## src/rtl/uart_sched_pkg.sv

```systemverilog
// Shared types and constants for the uart_tx round-robin scheduler.
// Optional ID-prefix frames are enabled with `define UART_SCHED_ID_EN.
package uart_sched_pkg;

   localparam logic [1:0] ST_IDLE  = 2'd0;
   localparam logic [1:0] ST_ISSUE = 2'd1;
   localparam logic [1:0] ST_WAIT  = 2'd2;
   localparam logic [1:0] ST_ID    = 2'd3;

   typedef enum logic [1:0] {
      S_IDLE  = ST_IDLE,
      S_ISSUE = ST_ISSUE,
      S_WAIT  = ST_WAIT,
      S_ID    = ST_ID
   } sched_state_t;

   localparam logic [7:0] SCHED_ID_BASE = 8'hA0;

   // Ceiling log2, never below 1 so a bus is always at least one bit wide.
   function automatic int clog2(input int v);
      int r;
      r = 0;
      while ((1 << r) < v) r++;
      return (r < 1) ? 1 : r;
   endfunction

endpackage

```

## src/rtl/rr_arbiter.sv

```systemverilog
// Combinational round-robin pick: search upward from last+1 with wrap-around.
// Unaffected by UART_SCHED_ID_EN.
module rr_arbiter
   import uart_sched_pkg::*;
#(
   parameter int N  = 4,
   parameter int IW = clog2(N)
) (
   input  logic [N-1:0]  req,
   input  logic [IW-1:0] last,
   output logic [N-1:0]  gnt,
   output logic [IW-1:0] idx,
   output logic          any
);

   int            s;
   logic [IW-1:0] k;

   always_comb begin
      gnt = '0;
      idx = '0;
      any = 1'b0;
      s   = 0;
      k   = '0;
      for (int i = 1; i <= N; i++) begin
         s = int'(last) + i;
         if (s >= N) s = s - N;
         k = IW'(s);
         if (!any && req[k]) begin
            any    = 1'b1;
            gnt[k] = 1'b1;
            idx    = k;
         end
      end
   end

endmodule

```

## src/rtl/uart_tx_sched.sv

```systemverilog
// Round-robin scheduler sharing one uart_tx between NUM_REQ byte requesters,
// with a done-tick watchdog. `define UART_SCHED_ID_EN prefixes each grant with an ID frame.
module uart_tx_sched
   import uart_sched_pkg::*;
#(
   parameter int NUM_REQ     = 4,
   parameter int DATA_BITS   = 8,
   parameter int TIMEOUT_CYC = 262144
) (
   input  logic                          clk,
   input  logic                          rst_n,
   input  logic [NUM_REQ-1:0]            i_req_valid,
   input  logic [NUM_REQ*DATA_BITS-1:0]  i_req_data,
   output logic [NUM_REQ-1:0]            o_req_ready,
   output logic                          o_tx_start,
   output logic [DATA_BITS-1:0]          o_tx_data,
   input  logic                          i_tx_done_tick,
   output logic                          o_busy,
   output logic [clog2(NUM_REQ)-1:0]     o_grant_id,
   output logic                          o_timeout
);

   localparam int             IW      = clog2(NUM_REQ);
   localparam int             CW      = clog2(TIMEOUT_CYC);
   localparam logic [CW-1:0]  WD_LAST = CW'(TIMEOUT_CYC - 1);
   localparam logic [CW-1:0]  WD_MAX  = '1;

   sched_state_t         state;
   logic [CW-1:0]        wd_cnt;
   logic [NUM_REQ-1:0]   arb_gnt;
   logic [IW-1:0]        arb_idx;
   logic                 arb_any;
   logic [DATA_BITS-1:0] win_byte;

   rr_arbiter #(.N(NUM_REQ), .IW(IW)) u_arb (
      .req  (i_req_valid),
      .last (o_grant_id),
      .gnt  (arb_gnt),
      .idx  (arb_idx),
      .any  (arb_any)
   );

   assign win_byte    = i_req_data[arb_idx*DATA_BITS +: DATA_BITS];
   // Accept is the only combinational output: the handshake completes in the arbitration cycle.
   assign o_req_ready = (state == S_IDLE) ? arb_gnt : '0;

`ifdef UART_SCHED_ID_EN
   logic [DATA_BITS-1:0] data_buf;
   logic                 id_phase;
   logic [DATA_BITS-1:0] id_byte;
   assign id_byte = DATA_BITS'(SCHED_ID_BASE) + DATA_BITS'(arb_idx);
`endif

   always_ff @(posedge clk or negedge rst_n) begin
      if (!rst_n) begin
         state      <= S_IDLE;
         o_tx_start <= 1'b0;
         o_tx_data  <= '0;
         o_busy     <= 1'b0;
         o_timeout  <= 1'b0;
         o_grant_id <= IW'(NUM_REQ - 1);
         wd_cnt     <= '0;
`ifdef UART_SCHED_ID_EN
         data_buf   <= '0;
         id_phase   <= 1'b0;
`endif
      end else begin
         o_tx_start <= 1'b0;
         o_timeout  <= 1'b0;
         case (state)
            S_IDLE: begin
               if (arb_any) begin
                  o_grant_id <= arb_idx;
                  o_tx_start <= 1'b1;
                  o_busy     <= 1'b1;
`ifdef UART_SCHED_ID_EN
                  data_buf   <= win_byte;
                  o_tx_data  <= id_byte;
                  id_phase   <= 1'b1;
                  state      <= S_ID;
`else
                  o_tx_data  <= win_byte;
                  state      <= S_ISSUE;
`endif
               end
            end
            // Start pulse is high during these states; arm the watchdog for the frame.
            S_ISSUE, S_ID: begin
               wd_cnt <= '0;
               state  <= S_WAIT;
            end
            S_WAIT: begin
               if (i_tx_done_tick) begin
`ifdef UART_SCHED_ID_EN
                  if (id_phase) begin
                     id_phase   <= 1'b0;
                     o_tx_data  <= data_buf;
                     o_tx_start <= 1'b1;
                     state      <= S_ISSUE;
                  end else begin
                     o_busy <= 1'b0;
                     state  <= S_IDLE;
                  end
`else
                  o_busy <= 1'b0;
                  state  <= S_IDLE;
`endif
               end else if (wd_cnt == WD_LAST) begin
                  o_timeout <= 1'b1;
                  o_busy    <= 1'b0;
                  state     <= S_IDLE;
`ifdef UART_SCHED_ID_EN
                  id_phase  <= 1'b0;
`endif
               end else if (wd_cnt != WD_MAX) begin
                  wd_cnt <= wd_cnt + 1'b1;
               end
            end
            default: begin
               o_busy <= 1'b0;
               state  <= S_IDLE;
            end
         endcase
      end
   end

endmodule

```

## config.mk

```make
export PLATFORM = sky130hd
export DESIGN_NAME = uart_tx_sched
export DESIGN_NICKNAME = d
export VERILOG_FILES = /design/src/rtl/uart_sched_pkg.sv /design/src/rtl/rr_arbiter.sv /design/src/rtl/uart_tx_sched.sv
export SDC_FILE = /design/constraint.sdc
export NUM_CORES = 1
export LEC_CHECK = 0
export CAP_MARGIN = 20
export CELL_PAD_IN_SITES_DETAIL_PLACEMENT = 1
export CELL_PAD_IN_SITES_GLOBAL_PLACEMENT = 2
export CORE_AREA = 2 2 88 90
export CTS_CLUSTER_SIZE = 25
export DETAILED_ROUTE_END_ITERATION = 6
export DIE_AREA = 0 0 90 92
export HOLD_SLACK_MARGIN = 0.12
export MAX_ROUTING_LAYER = met4
export PLACE_DENSITY = 0.89
export SYNTH_ARGS = -nofsm -noshare
export SYNTH_HDL_FRONTEND = slang
export SYNTH_SLANG_ARGS = --single-unit
export TNS_END_PERCENT = 50
```

## constraint.sdc

```tcl
create_clock -name clk -period 9.4 [get_ports clk]
set_clock_uncertainty 0.1 [all_clocks]
set_input_delay 2.35 -clock clk [delete_from_list [all_inputs] [get_ports clk]]
set_output_delay 2.35 -clock clk [all_outputs]
set_load 0.02 [all_outputs]
```

; Word-level counts from Yosys, hierarchy flattened
; Index checks and enable logic that the tools add are counted.
[word_totals]
reg_bits = 33
inputBits = 39
out_inout_bits = 17
elab_cells = 110
[op_classes]
n_addsub = 9
order_cmp = 12
n_eq_ne = 10
n_shift = 1
mux = 50
bitwise = 3
reduce_logical = 18
[op_table]
columns = cell, n
row1 = 2-to-1 mux 18 bit, 3
row2 = one-hot mux 18 bit (2 select lines), 1
row3 = indexed part select 32 x 6 -> 8 bit, 1
row4 = 2-to-1 mux 2 bit, 11
row5 = 2-to-1 mux 1 bit, 20
row6 = 2-to-1 mux 4 bit, 5
row7 = "adder 18 x 1 -> 18 bit, second input constant", 1
row8 = "== test 18 bit, second input constant", 1
row9 = "!= test 18 bit, second input constant", 1
row10 = "less-than comparator 2 x 3 -> 1 bit, second input constant", 4
row11 = bitwise OR 4 bit, 3
row12 = ">= comparator 3 bit, second input constant", 3
row13 = binary-select mux 1 bit (select 2 bit), 4
row14 = demux 1 bit (select 2 bit), 4
row15 = ">= comparator 2 x 1 -> 1 bit, second input constant", 4
row16 = "!= test 2 bit, second input constant", 4
row17 = "subtractor 2 x 1 -> 2 bit, second input constant", 4
row18 = logical AND 1 bit, 7
row19 = "adder 2 x 2 -> 3 bit, second input constant", 2
row20 = one-hot mux 2 bit (3 select lines), 1
row21 = "adder 2 x 3 -> 4 bit, second input constant", 1
row22 = "== test 2 bit, second input constant", 2
row23 = ">= comparator 4 x 3 -> 1 bit, second input constant", 1
row24 = AND reduction 2 bit, 2
row25 = 10 further kinds, 13

; Longest topological paths before layout
; Gate-level depths: netlist (run 1).
[logic_depth]
depth_word = 17
mapped_depth = 11

; Modules after synthesis
; A second synthesis (run 1) with hierarchy kept.
[hier_totals]
hier_cells = 253
hier_area_um2 = 2537.4
[by_module_without_submodules]
columns = mod, instances, cells_per_inst, area_per_inst_um2
row1 = uart_tx_sched, 1, 167, 1908.1
row2 = rr_arbiter, 1, 86, 629.4

; Least setup slack after synthesis (run 1)
; No wires, ideal clock.
[synth_timing]
kind = input to output
from = in i_req_valid[1]
to = out o_req_ready[0]
arrival_ns = 3.884
required_time_ns = 6.950
setup_slack_ns = 3.066
cell_stages = 6
path_buffers = 0
path_cell_list = mux4_2 -> or2_1 -> nor3b_4 -> a22oi_1 -> o21ai_0 -> nor2b_1
[synth_via]
elab_chain_len = 13
[synth_lines]
columns = item, line_no
row1 = from (decl), uart_tx_sched.sv:12  ; input logic [NUM_REQ-1:0] i_req_valid,
row2 = binary-select mux 1 bit (select 2 bit), rr_arbiter.sv:29  ; if (!any && req[k]) begin
row3 = 2-to-1 mux 1 bit (implied by the code), rr_arbiter.sv:29
row4 = 2-to-1 mux 1 bit, rr_arbiter.sv:29
row5 = logical NOT 1 bit, rr_arbiter.sv:29
row6 = logical AND 1 bit, rr_arbiter.sv:29
row7 = 2-to-1 mux 1 bit, rr_arbiter.sv:29
row8 = logical NOT 1 bit, rr_arbiter.sv:29
row9 = logical AND 1 bit, rr_arbiter.sv:29
row10 = 2-to-1 mux 1 bit, rr_arbiter.sv:29
row11 = logical NOT 1 bit, rr_arbiter.sv:29
row12 = logical AND 1 bit, rr_arbiter.sv:29
row13 = 2-to-1 mux 4 bit *, rr_arbiter.sv:29
row14 = 2-to-1 mux 4 bit *, uart_tx_sched.sv:45  ; assign o_req_ready = (state == S_IDLE) ? arb_gnt : '0;
row15 = to (decl), uart_tx_sched.sv:14  ; output logic [NUM_REQ-1:0] o_req_ready,
; Every way passes the cells marked *; elsewhere a longest branch is shown, timed or not. The select of a mux whose other input is x is not followed.

; Final worst setup path (run 1)
[layout_timing]
from = in i_req_valid[2]
to = out o_req_ready[0]
; Same word-level chain as after synthesis.

==> out/qor.csv, run 1 <==
metric;value;unit
status;finished, final reports clean;
slowest_delay;0.63;ns
clk-insertion-delay-late;0.28;ns
yosys_warnings;0;
start_util;30.8;%
post-route-period-util;80.2;%
avgSynthCellArea;9.53;um^2
timing.hold.worst_path_depth;1;
start_kind;input pin;
synth-seq-area-share;36.1;%
cts_made_buffers;5;
worstHoldStart;o_busy;
synth-edff-count;0;
die_x;90;um
io_buffers;55;
dp_worst_setup_slack;1.87;ns
ys_ff_latch;33;
tightest_slew;0.898;ns
vias;2042;
reg2reg_to;o_tx_data[6];
root_buffer;clkbuf_8;
yosysTopAreaCellShare;33.8;%
rrSetupSlack;5.66;ns
synth_area_leaders;dfrtp_1, mux2i_1, ha_1;
slew_headroom;40.0;%
crit_top_cell;clkdlybuf4s50_1;
rsz0062_at_grt;false;
period_needed;7.54;ns
core;7450;um^2
rr_startpoint;o_grant_id[0];
dieArea;8280;um^2
power.density;311;nW/um^2
routed_wl;5820;um
final_nets;341;
via_per_inst;5.16;
drt_pre_antenna_iters;4;
cts.repair.resized;0;
yosys_most_used_dff;dfrtp_1;
path_cells;clkdlybuf4s50_1 > mux4_2 > or2_1 > nor3b_4 > a22oi_1 > o21ai_0 > nor2b_1 > clkdlybuf4s50_1;
row_count;32;
min_path_type;flop to flop;
hold_viol;0;
first_iter_violations;52;
cp-end-kind;primary output;
antenna_found_initial;0;
worstPathMaxFanout;11;
diodes;0;
cts.path.max_buffers;2;
max_cap_viol_count;0;
setup_viol;0;
syn_nets;289;
areaGrowthSynthToFinish;32.1;%
die_h;92;um
critPathKind;input pin to primary output;
clkTransAtPathRegs;0.07;ns
async_flop_share;100;%
holdPathEnd;o_busy;
cts_tree;yes;
critPathSlowestCell;mux4_2;
cp.arrival;5.09;ns
detail-route-antenna-nets;0;
syn_area;2300;um^2
timing.setup.tns;0;ns
hpwl;4360;um
holdWs;0.378;ns
grt_overflow;0;
fmax;133;MHz
num-fill-cells;885;
synth_area_leader_cell;dfrtp_1;
wire_per_inst;14.7;um
maxSlewViolCount;0;
grt_max_degree;34;
drc;0;
hold_buffers;0;
p_leak;0.00125;uW
required;6.95;ns
yosys.cell_count.top_type;dfrtp_1;
grt_use_total;15.0;%
grt_pass1_wl;10000;um
final_critical_path_setup_slack;1.86;ns
ios;56;
grt_pass1_vias;2155;
synthTopCellsByCount;dfrtp_1, nor2_1, mux2i_1;
drive_gt1_share;11.6;%
r2r_cells;9;
place.gp.congestion;0.762;
cts_setup_buffers;0;
cts.htree.levels;2;
clock_sinks;33;
total_power;944;uW
synth_cell_types;51;
ir_worst_vdd;145;uV
finish.utilization;40.8;%
startpoint;i_req_valid[2];
postSynthCellCount;241;
-- worst max-delay path: cells and delay by family --
kind	cells	cell delay, ns
compound gates	2	0.22
buf+inv	2	1.14
mux	1	0.63
simple gates	3	0.74
-- cell usage in the layout (no fill, tap or decap), types with 2 or more instances in the layout --
cell	count
inv_1	3
clkbuf_8	7
nor3_1	5
o21a_1	3
and4_1	4
mux4_2	2
clkdlybuf4s50_1	55
ha_1	9
xor2_1	9
nand4_1	5
nand2b_1	2
nand2_1	10
and2_1	2
o21bai_1	2
nor2b_1	7
dfrtp_1	31
or3_1	2
xnor2_1	6
a21oi_1	3
nor2_1	27
nor2_2	2
and3_1	2
a22oi_1	8
buf_4	2
a31oi_1	2
a31o_2	8
nor4_1	2
mux2i_1	23
nand3_1	13
o21ai_0	14
mux2_2	4
dfstp_2	2
-- report_power, final --
group	internal, uW	leakage [uW]	total [uW]	switching [uW]
sequential	184	0.000423	238	53.7
clock	66.2	0.0000542	118	52.0
combinational	278	0.000778	588	310
total	528	0.00125	944	416
-- how the worst max path moves through the flow --
stage / to / depth (start not counted)
final: o_req_ready[0] / 8
after global routing: o_req_ready[0] / 8
after CTS: o_req_ready[0] / 8
after detailed placement: o_req_ready[0] / 8
after global placement: o_req_ready[1] / 8
after floorplan: o_req_ready[0] / 6
-- final cells by class --
| cell class | instances | area (um^2) | area share [%] |
|---|---|---|---|
| Inverter | 3 | 11.3 | 0.371 |
| Timing Repair Buffer | 57 | 566 | 18.6 |
| Clock inverter | 1 | 5.00 | 0.165 |
| Sequential cell | 33 | 828 | 27.3 |
| Clock buffer | 7 | 96.3 | 3.17 |
| Multi-Input combinational cell | 193 | 1400 | 46.2 |
| Tap cell | 102 | 128 | 4.20 |
-- cell families (layout without fill, tap and decap cells) --
logic type / after synthesis / in the layout / share of synthesized area (%)
XOR/XNOR: 15 / 15 / 5.72
AO/OA/AOI/OAI: 51 / 51 / 15.4
adder cells (fa/ha/maj): 9 / 9 / 4.90
multiplexers: 30 / 30 / 14.5
flip-flops: 33 / 33 / 36.1
buffers and inverters: 15 / 68 / 3.16
AND/OR/NAND/NOR: 88 / 88 / 20.2
-- sequential cells by signal, summed over array words and instances (netlist names) --
| signal | count |
|---|---|
| o_busy | 1 |
| o_grant_id | 2 |
| o_timeout | 1 |
| o_tx_data | 8 |
| o_tx_start | 1 |
| state | 2 |
| wd_cnt | 18 |
-- metal layers --
metal | global-route usage [%] | up-vias | share of wire [%]
met5 | - | - | 0
met4 | 3.59 | 0 | 0.72
met3 | 2.96 | 6 | 3.3
met2 | 25.5 | 42 | 50
met1 | 18.6 | 1012 | 46
li1 | - | 982 | -
-- through the flow --
stage | cells | area (um^2)
finish | 396 | 3040
floorplan | 241 | 2300
CTS | 395 | 3030
global route | 396 | 3040
detailed placement | 387 | 2930
global placement | 387 | 2930
No activity file was read; power rests on OpenSTA's default activity.
==> inputs of run 2 (changes only) <==
Settings changed: CORE_AREA 2 2 88 90 to 2 2 91 93, DIE_AREA 0 0 90 92 to 0 0 93 95, PLACE_DENSITY 0.89 to 0.84.
Clock period 9.4 ns to 7.7 ns, I/O delays scaled along.
==> run 2 against run 1 <==
- hold slack gained 0.0044 ns
- sequential share of layout area grew 0.10 points
- power grew 21%
- largest power group unchanged
==> out/qor.csv, run 2 (synthesized netlist as in run 1, its figures left out) <==
metric;value;unit;change
status;finished, final reports clean;;unchanged
hold_buffers;0;;unchanged
detail-route-antenna-nets;0;;unchanged
cts.htree.levels;2;;unchanged
max_cap_viol_count;0;;unchanged
crit_buf_inv;2;;unchanged
root_buffer;clkbuf_8;;unchanged
row_count;33;;was 32
clkTransAtPathRegs;0.07;ns;about the same
start_util;29.0;%;was 30.8%
cts_made_buffers;5;;unchanged
final_critical_path_setup_slack;1.05;ns;was 1.86 ns
start_kind;input pin;;unchanged
crit_top_cell;clkdlybuf4s50_1;;unchanged
finish.utilization;38.1;%;was 40.8%
period_needed;6.65;ns;
grt_use_total;14.4;%;was 15.0%
critical_path.top_delay_family;buffers and inverters;;unchanged
final_cell_mix;clkdlybuf4s50_1, dfrtp_1, nor2_1;;unchanged
p_leak;0.00125;uW;about the same
dieArea;8840;um^2;was 8280 um^2
slowest_delay;0.64;ns;was 0.63 ns
drt_pre_antenna_iters;4;;unchanged
die_x;93;um;was 90 um
path_cells;clkdlybuf4s50_1 > mux4_2 > or2_1 > nor3b_4 > a22oi_1 > o21ai_0 > nor2b_1 > clkdlybuf4s50_1;;unchanged
first_iter_violations;37;;was 52
cts_tree;yes;;unchanged
cts_setup_buffers;0;;unchanged
largest_reg_flops;18;;unchanged
slew_headroom;37.8;%;was 40.0%
critPathKind;input pin to primary output;;unchanged
post-route-period-util;86.4;%;
drive_gt1_share;10.9;%;was 11.6%
timing.hold.worst_path_depth;1;;unchanged
rsz0062_at_grt;false;;unchanged
core;7930;um^2;was 7450 um^2
areaGrowthSynthToFinish;31.6;%;was 32.1%
grt_pass1_wl;9840;um;was 10,000 um
final_nets;341;;unchanged
cts.path.max_buffers;2;;unchanged
diodes;0;;unchanged
ios;56;;unchanged
clock_sinks;33;;unchanged
num-fill-cells;940;;was 885
maxSlewViolCount;0;;unchanged
critPathSlowestCell;mux4_2;;unchanged
ir_worst_vdd;173;uV;was 145 uV
worstPathMaxFanout;11;;unchanged
grt_overflow;0;;unchanged
min_path_type;flop to flop;;unchanged
layout_commonest_cell;clkdlybuf4s50_1;;unchanged
hold_viol;0;;unchanged
cp.depth;8;;unchanged
antenna_found_initial;0;;unchanged
timing.setup.tns;0;ns;unchanged
grt_pass1_vias;2070;;was 2,155
place.gp.congestion;0.786;;was 0.762
design_area;3020;um^2;was 3040 um^2
cp-end-kind;primary output;;unchanged
grt_max_degree;34;;unchanged
setup_viol;0;;unchanged
required;5.68;ns;was 6.95 ns
largest_register;wd_cnt;;unchanged
cts.repair.resized;0;;unchanged
via_per_inst;5.03;;was 5.16
fmax;150;MHz;
power.density;378;nW/um^2;was 311 nW/um^2
vias;2003;;was 2,042
io_buffers;55;;unchanged
total_power;1140;uW;was 944 uW
drc;0;;unchanged
placed_cell_area;2930;um^2;about the same
die_h;95;um;was 92 um
dp_worst_setup_slack;1.07;ns;was 1.87 ns
reg.largest.list;wd_cnt (18), o_tx_data (8);;unchanged
tightest_slew;0.926;ns;was 0.898 ns
wire_per_inst;14.8;um;was 14.7 um
hpwl;4420;um;was 4360 um
clk-insertion-delay-late;0.28;ns;about the same
r2r_cells;9;;unchanged
routed_wl;5900;um;was 5820 um
cp.arrival;4.62;ns;was 5.09 ns
==> run 2: worst paths after layout <==
kind,from,to,slack (ns)
max in group asynchronous,rst_n,o_grant_id[0],5.21
min reg2reg,o_busy,o_busy,0.38
max,i_req_valid[2],o_req_ready[0],1.05
min,o_busy,o_busy,0.38
min in group asynchronous,rst_n,wd_cnt[7],1.94
max reg2reg,o_grant_id[0],o_tx_data[7],4.05
==> run 2: routing by layer <==
layer	global-route usage, %	wire length (um)	up-vias	part of all wire, %
li1	-	-	979	-
met1	18.0	2740	973	46
met2	23.7	2880	47	49
met3	2.39	220	4	3.7
met4	5.15	68	0	1.2
met5	-	0	-	0
==> run 2: area by class of cell <==
cell class	instances	area [um^2]	share of cell area, %
Sequential cell	33	828	27.4
Tap cell	105	131	4.34
Inverter	3	11.3	0.372
Multi-Input combinational cell	193	1400	46.3
Clock buffer	7	86.3	2.85
Timing Repair Buffer	57	566	18.7
==> run 2: power by group <==
part / internal, uW / switching, uW / leakage, uW / total [uW]
Clock: 70.9 / 62.4 / 0.0000443 / 133
Combinational: 340 / 378 / 0.000778 / 718
Sequential: 225 / 66.4 / 0.000423 / 291
Total: 635 / 507 / 0.00125 / 1140
==> run 2: stage by stage <==
stage,hold slack [ns],std cells
CTS,0.386,397
floorplan,0.403,241
finish,0.382,398
detailed placement,0.370,390
global route,0.429,398
global placement,0.371,390
==> inputs of run 3 (changes only) <==
Settings changed: CAP_MARGIN 20 to 30, SKIP_CTS_REPAIR_TIMING set to 1.
==> run 3 against run 2 <==
- wire length increased by 0.63%
- power decreased by 0.32%
- critical endpoint unchanged
- non-clock buffer count unchanged
- global-route usage increased by 0.22 points
- final area decreased by 0.17%
- count of clock-buffer cells in the layout unchanged
- critical path depth unchanged
- hold slack got worse by 0.0014 ns
- largest power group unchanged
- clock power decreased by 5%
- sequential cell count unchanged
- sequential power about the same
==> out/qor.csv, run 3 (synthesized netlist as in run 1, its figures left out) <==
metric;value;unit;change
reg.largest.list;wd_cnt (18), o_tx_data (8);;unchanged
final_cell_mix;clkdlybuf4s50_1, dfrtp_1, nor2_1;;unchanged
clk-insertion-delay-late;0.29;ns;was 0.28 ns
status;finished, final reports clean;;unchanged
worstPathMaxFanout;11;;unchanged
stdcell_count;399;;was 398
cts.path.max_buffers;2;;unchanged
power.density;377;nW/um^2;was 378 nW/um^2
use_met2;23.9;%;was 23.7%
cts_tree;yes;;unchanged
layout_commonest_cell;clkdlybuf4s50_1;;unchanged
clock_sinks;33;;unchanged
maxSlewViolCount;0;;unchanged
post-route-period-util;86.5;%;was 86.4%
drt_pre_antenna_iters;4;;unchanged
ios;56;;unchanged
root_buffer;clkbuf_8;;unchanged
wire_per_inst;14.9;um;was 14.8 um
cp.arrival;4.63;ns;was 4.62 ns
first_iter_violations;25;;was 37
dp_cells;391;;was 390
grt_max_degree;34;;unchanged
io_buffers;55;;unchanged
ir_worst_vdd;170;uV;was 173 uV
design_area;3020;um^2;about the same
hold_viol;0;;unchanged
timing.setup.tns;0;ns;unchanged
cp-end-kind;primary output;;unchanged
place.gp.congestion;0.786;;unchanged
tightest_slew;0.948;ns;was 0.926 ns
fmax;150;MHz;about the same
vias;2014;;was 2,003
start_util;29.0;%;unchanged
areaGrowthSynthToFinish;31.4;%;was 31.6%
core;7930;um^2;unchanged
antenna_found_initial;0;;unchanged
met3_usage;2.95;%;was 2.39%
rr_startpoint;o_grant_id[0];;unchanged
drive_gt1_share;10.9;%;about the same
max_cap_viol_count;0;;unchanged
die_h;95;um;unchanged
final_critical_path_setup_slack;1.04;ns;was 1.05 ns
finish.utilization;38.1;%;about the same
routed_wl;5940;um;was 5900 um
rrSetupSlack;3.97;ns;was 4.05 ns
clkTransAtPathRegs;0.06;ns;was 0.07 ns
reg2reg_to;o_tx_data[6];;was o_tx_data[7]
grt_use_total;14.6;%;was 14.4%
busiest_layer;met2;;unchanged
grt_overflow;0;;unchanged
die_x;93;um;unchanged
setup_viol;0;;unchanged
final_nets;341;;unchanged
dieArea;8840;um^2;unchanged
grt_use_met1;18.3;%;was 18.0%
rsz0062_at_grt;false;;unchanged
startpoint;i_req_valid[2];;unchanged
required;5.68;ns;about the same
largest_reg_flops;18;;unchanged
crit_end;o_req_ready[0];;unchanged
critPathKind;input pin to primary output;;unchanged
via_per_inst;5.05;;was 5.03
period_needed;6.66;ns;was 6.65 ns
detail-route-antenna-nets;0;;unchanged
start_kind;input pin;;unchanged
dp_worst_setup_slack;1.05;ns;was 1.07 ns
grt_pass1_vias;2117;;was 2,070
row_count;33;;unchanged
hpwl;4480;um;was 4420 um
grt_pass1_wl;10000;um;was 9840 um
drc;0;;unchanged
placed_cell_area;2940;um^2;was 2930 um^2
cts_made_buffers;5;;unchanged
p_leak;0.00124;uW;was 0.00125 uW
cts.htree.levels;2;;unchanged
slew_headroom;36.6;%;was 37.8%
min_path_type;flop to flop;;unchanged
diodes;0;;unchanged
largest_register;wd_cnt;;unchanged
r2r_cells;9;;unchanged
run 3: cell types whose count changed in the layout (fill, tap and decap cells not counted):
cell	before	now
clkbuf_1	1	2
clkbuf_8	6	5
clkinv_2	0	1
run 3: cell type report:
class,count,area (um^2)
inverters,3,11.3
multi-input cells,193,1400
clock inverters,1,5.00
clock buffers,7,76.3
flip-flops and latches,33,828
well taps,105,131
repair buffers,57,566
fillers,940,4910
run 3: how the worst min path moves through the flow:
stage / startpoint / slack [ns] / cells past startpoint / to
floorplan: wd_cnt[5] / 0.40 / 2 / wd_cnt[5]
global placement: o_busy / 0.37 / 1 / o_busy
detailed placement: o_busy / 0.37 / 1 / o_busy
CTS: o_busy / 0.38 / 1 / o_busy
global route: o_busy / 0.43 / 1 / o_busy
finish: o_busy / 0.38 / 1 / o_busy
run 3: worst max-delay path, stage by stage:
cell and delay, ns:
clkdlybuf4s50_1 0.51, mux4_2 0.63, or2_1 0.32, nor3b_4 0.29, a22oi_1 0.11, o21ai_0 0.09
nor2b_1 0.15, clkdlybuf4s50_1 0.60
run 3: per-stage QoR:
step,total power [uW],hold WS [ns]
after floorplan,808,0.403
after global placement,1000,0.371
after detailed placement,1020,0.370
after CTS,1150,0.385
after global routing,1240,0.429
final,1140,0.381
run 3: per-layer routing:
layer,vias to the layer above,share of wire (%)
li1,986,-
met1,979,46
met2,44,48
met3,5,4.6
met4,0,1.1
met5,-,0
run 3: power breakdown:
part / switching (uW) / internal [uW] / leakage (uW) / total, uW
clock: 63.8 / 63.4 / 0.0000422 / 127
combinational: 380 / 339 / 0.000778 / 720
sequential: 66.5 / 225 / 0.000423 / 291
total: 511 / 628 / 0.00124 / 1140
